File: src/rtl/trace_capture.sv
// Observation-side trace capture: samples DUT output nets every clock and streams
// timestamped {ts, sample} records out of a show-ahead FIFO over valid/ready.
module trace_capture #(
    parameter int SIG_W = 8,
    parameter int TS_W  = 16,
    parameter int DEPTH = 16
) (
    input  logic                   clk,
    input  logic                   rst_n,
    input  logic                   arm,
    input  logic                   stop,
    input  logic                   on_change,
    input  logic [SIG_W-1:0]       sig_in,
    output logic                   rec_valid,
    input  logic                   rec_ready,
    output logic [TS_W+SIG_W-1:0]  rec_data,
    output logic                   busy,
    output logic                   done,
    output logic                   overflow
);

    localparam int AW = $clog2(DEPTH);

    localparam logic [1:0] IDLE    = 2'd0;
    localparam logic [1:0] CAPTURE = 2'd1;
    localparam logic [1:0] DRAIN   = 2'd2;

    logic [1:0]            state;
    logic [TS_W-1:0]       ts;
    logic [SIG_W-1:0]      prev;
    logic                  firstCycle;
    logic                  doneReg;
    logic                  overflowReg;

    logic [AW:0]           wrPtr;
    logic [AW:0]           rdPtr;
    logic [TS_W+SIG_W-1:0] mem [DEPTH];

    logic empty;
    logic full;
    logic pop;
    logic wantPush;
    logic push;

    // The extra pointer bit tells a full FIFO apart from an empty one.
    assign empty = (wrPtr == rdPtr);
    assign full  = (wrPtr[AW] != rdPtr[AW]) && (wrPtr[AW-1:0] == rdPtr[AW-1:0]);
    assign pop   = !empty && rec_ready;

    assign wantPush = (state == CAPTURE) &&
                      (firstCycle || !on_change || (sig_in != prev) || (ts == '1));
    assign push     = wantPush && (!full || pop);

    assign rec_valid = !empty;
    assign rec_data  = empty ? '0 : mem[rdPtr[AW-1:0]];
    assign busy      = (state != IDLE);
    assign done      = doneReg;
    assign overflow  = overflowReg;

    always_ff @(posedge clk or negedge rst_n) begin
        if (!rst_n) begin
            state       <= IDLE;
            ts          <= '0;
            prev        <= '0;
            firstCycle  <= 1'b0;
            doneReg     <= 1'b0;
            overflowReg <= 1'b0;
        end else begin
            case (state)
                IDLE: begin
                    // A stop arriving with arm is simply dropped here.
                    if (arm) begin
                        state       <= CAPTURE;
                        ts          <= '0;
                        firstCycle  <= 1'b1;
                        doneReg     <= 1'b0;
                        overflowReg <= 1'b0;
                    end
                end
                CAPTURE: begin
                    ts         <= ts + 1'b1;
                    prev       <= sig_in;
                    firstCycle <= 1'b0;
                    if (wantPush && !push) begin
                        overflowReg <= 1'b1;
                    end
                    if (stop) begin
                        state <= DRAIN;
                    end
                end
                DRAIN: begin
                    if (empty) begin
                        state   <= IDLE;
                        doneReg <= 1'b1;
                    end
                end
                default: state <= IDLE;
            endcase
        end
    end

    always_ff @(posedge clk or negedge rst_n) begin
        if (!rst_n) begin
            wrPtr <= '0;
            rdPtr <= '0;
        end else begin
            if (push) begin
                wrPtr <= wrPtr + 1'b1;
            end
            if (pop) begin
                rdPtr <= rdPtr + 1'b1;
            end
        end
    end

    // Storage needs no reset: the read side is masked while the FIFO is empty.
    always_ff @(posedge clk) begin
        if (push) begin
            mem[wrPtr[AW-1:0]] <= {ts, sig_in};
        end
    end

endmodule

File: config.mk
export PLATFORM = sky130hd
export DESIGN_NAME = trace_capture
export DESIGN_NICKNAME = d
export VERILOG_FILES = /design/src/rtl/trace_capture.sv
export SDC_FILE = /design/constraint.sdc
export NUM_CORES = 1
export LEC_CHECK = 0
export ABC_AREA = 1
export BUFFER_PORTS_ARGS = -buffer_cell sky130_fd_sc_hd__buf_2
export CAP_MARGIN = 20
export CORE_ASPECT_RATIO = 0.75
export CORE_MARGIN = 10
export CORE_UTILIZATION = 30
export DETAILED_ROUTE_END_ITERATION = 8
export GPL_TIMING_DRIVEN = 1
export PLACE_DENSITY = 0.54
export SYNTH_ARGS = -nofsm -noshare
export SYNTH_HDL_FRONTEND = slang
export SYNTH_SLANG_ARGS = --single-unit
File: constraint.sdc
create_clock -name clk -period 3.1 [get_ports clk]
set_input_delay 0.155 -clock clk [delete_from_list [all_inputs] [get_ports clk]]
set_output_delay 0.155 -clock clk [all_outputs]
set_load 0.01 [all_outputs]
==> results.json <==
{
  "routabilityCongestion": 0.7975,
  "post_synth_top_area_cell": "sky130_fd_sc_hd__edfxtp_1",
  "status": "finished, final reports clean",
  "worst-setup-path-type": "reg2out",
  "critical_path.startpoint": "rdPtr[0]$_DFFE_PN0P_",
  "floorplan.die.width_um": 298.7,
  "maxCapViolations": 0,
  "category_of_the_worst_setup_path_capture_point": "output pin",
  "cell_area_after_layout_um2": 20600,
  "number_of_vias_per_cell_after_detailed_routing": 4.898,
  "drc_errors": 0,
  "synth.distinct_cells": 37,
  "postSynthAreaPerCell_um2": 11.69,
  "worst-path-max-fanout": 67,
  "clk_latency_ps": 550,
  "timing.critical_path.from_type": "flop",
  "start_util": 0.3037,
  "overflow": 0,
  "final_report_setup_violation_count": 0,
  "synth.area.mux_share": 0,
  "detailedPlace.worstSlack_ps": 453.7,
  "share_of_post_route_cells_with_drive_strength_above_1": 0.1291,
  "finalClockSkew_ps": 19.75,
  "power_leakage_nw": 7.088,
  "clock_sink_count": 423,
  "synth.net_count": 1514,
  "post_synth_and_or_nand_nor_area_fraction": 0.1240,
  "cp_num_buf_inv": 3,
  "setup.reg_to_reg.worst_slack_ps": 530,
  "synthArstFlopShare": 0.09220,
  "crit-reg2reg-capture": "mem[14][0]$_DFFE_PP_",
  "drt.antenna.violating_nets": 0,
  "worst_ep_required_ps": 2940,
  "worst_case_hold_slack_ps": 30.93,
  "final_nets": 1590,
  "synth_edf_count": 384,
  "dr.pass1.iters": 5,
  "synth_top_cells_by_area": "sky130_fd_sc_hd__edfxtp_1, sky130_fd_sc_hd__nor2_1, sky130_fd_sc_hd__dfrtp_1",
  "post_dp_cell_area_um2": 19050,
  "period_share": 0.9452,
  "synthDominantCellAreaShare": 0.6600,
  "worst_ep_arrival_time_ps": 2780,
  "vertical_die_dimension_um": 229.0,
  "synth_adder_area_share": 0.004297,
  "syn-cell-area_um2": 17470,
  "vdd_drop_max_mv": 0.4300,
  "max_transition_margin": 0.5439,
  "port_buffers": 41,
  "fill_cells": 5633,
  "mostFrequentLayoutCells": "sky130_fd_sc_hd__edfxtp_1, sky130_fd_sc_hd__nor2_1, sky130_fd_sc_hd__o21ai_0",
  "critical_path.max_stage_delay_ps": 670,
  "root_buffer": "sky130_fd_sc_hd__clkbuf_16",
  "min_from": "sig_in[5]",
  "initial_antenna_violation_count": 1,
  "power_density_nw_per_um2": 924.8,
  "cts_tree": "built",
  "grt_max_degree": 69,
  "avgRoutedWirePerCell_um": 19.87,
  "ys_dominant_reg_cell": "sky130_fd_sc_hd__edfxtp_1",
  "report.final.hold_viol_count": 0,
  "slew_viol_final": 0,
  "gate_count_of_the_mapped_netlist": 1494,
  "setup_repair_after_global_routing_missed_its_margin": "false",
  "place.detailed.hpwl_mm": 27.71,
  "post-route-worst-setup-slack_ps": 169.9,
  "antennaDiodeCount": 0,
  "synthesized_area_fraction_occupied_by_ao_oa_aoi_and_oai_cells": 0.1094,
  "tritoncts.num_buffers": 41,
  "die_area_um2": 68390,
  "hold-path-endpoint": "mem[8][5]$_DFFE_PP_",
  "synth_top_family_by_area": "simple AND/OR/NAND/NOR gates",
  "area_growth_syn_to_layout_pct": 17.92,
  "max_clock_freq_mhz": 341.3,
  "num_io_pins": 42,
  "worstHoldPathCells": 1,
  "timing.critical_path.cells": "buf_12 -> nor2_1 -> nor2_1 -> o21ai_0 -> o21ai_1 -> nand2_1 -> nand2_1 -> inv_1 -> a21oi_1 -> buf_2",
  "slew_worst_pin_ps": 678.9,
  "holdCritPathClass": "in2reg",
  "rows": 76,
  "grt_pass1_wl_mm": 70.79,
  "synth_seq_area_share": 0.7158,
  "cp_slowest_cell": "sky130_fd_sc_hd__dfrtp_4",
  "cts_htree_levels": 2,
  "drt_iter0_drc": 1043,
  "synth.yosys.warnings": 0,
  "first_global_vias": 11030,
  "cts_buffer_depth": 3,
  "clk_transition_reported_paths_ps": 60,
  "grt_util_all_layers": 0.1336,
  "critical_path.reg2reg.startpoint": "ts[0]$_DFFE_PN0P_",
  "finalCriticalPeriod_ps": 2930,
  "r2r_cells": 9,
  "path_delay_family": "flip-flops",
  "ys_ff_latch": 423,
  "route.final.wire_length_mm": 47.35,
  "share_of_the_synthesized_netlist_area_taken_by_xor_and_xnor_gates": 0.008021,
  "layout_commonest_cell": "sky130_fd_sc_hd__edfxtp_1",
  "totalNegativeSetupSlack_ps": 0,
  "fp.coreArea_um2": 57530,
  "total_vias_in_the_final_route": 11670
}
[per-layer routing]
| layer | vias to the layer above | share of wire | GRT usage |
|---|---|---|---|
| met5 | - | 0 | 0 |
| met4 | 0 | 0.012 | 0.02400 |
| met3 | 39 | 0.079 | 0.02818 |
| met2 | 429 | 0.43 | 0.1935 |
| met1 | 5787 | 0.48 | 0.2027 |
| li1 | 5416 | - | - |
[power breakdown]
part,switching [mW],internal (mW)
logic,4.60,2.10
registers,0.346,6.75
clock network,2.15,3.10
[cell families (layout without fill, tap and decap cells)]
group	after synthesis	in the layout
DFF	423	423
xor gates and xnor gates	16	16
adders and majority gates	6	6
AOI/OAI and AO/OA	354	354
buffers and inverters	147	256
and+or+nand+nor	548	548
[area by class of cell]
| cell class | instances | area [µm²] | area share |
|---|---|---|---|
| Multi-Input combinational cell | 924 | 4425 | 0.2148 |
| Sequential cell | 423 | 12520 | 0.6075 |
| Inverter | 63 | 249.0 | 0.01209 |
| Clock buffer | 44 | 1037 | 0.05035 |
| Clock inverter | 32 | 376.6 | 0.01828 |
| Tap cell | 780 | 975.9 | 0.04737 |
| Timing Repair Buffer | 117 | 1022 | 0.04962 |
[registers in the layout (all words and copies together), names as in the netlist]
| register | count |
|---|---|
| firstCycle | 1 |
| state | 2 |
| prev | 8 |
| mem | 384 |
| wrPtr | 5 |
| rdPtr | 5 |
| done | 1 |
| overflow | 1 |
| ts | 16 |
[synth_stat cells, drive strengths merged (12+ instances only)]
master	number
clkbuf	38
xor2	12
buf	46
dfrtp	39
a21oi	31
o211ai	48
edfxtp	384
nor2	332
nand2	166
inv	62
o21ai	265
nand3	33
[how the worst max path moves through the flow]
| stage | endpoint | slack (ps) | cells past startpoint |
|---|---|---|---|
| final | rec_data[6] | 170 | 10 |
| after global routing | rec_data[20] | 4 | 8 |
| after CTS | rec_data[1] | 50 | 9 |
| after detailed placement | mem[14][3]$_DFFE_PP_ | 450 | 12 |
| after global placement | mem[14][0]$_DFFE_PP_ | 500 | 12 |
| after floorplan | mem[12][0]$_DFFE_PP_ | -10 | 8 |
[stage by stage]
stage	cells	power, mW	utilization
finish	2383	19.05	0.3581
CTS	2380	19.12	0.3568
global placement	2298	13.76	0.3311
detailed placement	2298	13.80	0.3311
global route	2383	20.15	0.3581
floorplan	1494	11.25	-
[worst register-to-register path: stages (launching register included)]
cell	delay, ps
sky130_fd_sc_hd__dfrtp_1	350
sky130_fd_sc_hd__ha_1	200
sky130_fd_sc_hd__nand3_1	150
sky130_fd_sc_hd__nor2_1	210
sky130_fd_sc_hd__nand4_1	140
sky130_fd_sc_hd__nand3_1	320
sky130_fd_sc_hd__nand3_2	100
sky130_fd_sc_hd__buf_4	310
sky130_fd_sc_hd__nor2_4	160
sky130_fd_sc_hd__buf_4	300
[timing repair]
item / 4_1_cts / 5_1_grt
hold endpoints to repair: 49 / 4
gates resized for setup: 1 / 4
setup endpoints to repair: 6 / 9
hold buffers: 5 / 1
setup buffers: 1 / 1
No activity file was read; power rests on OpenSTA's default activity.
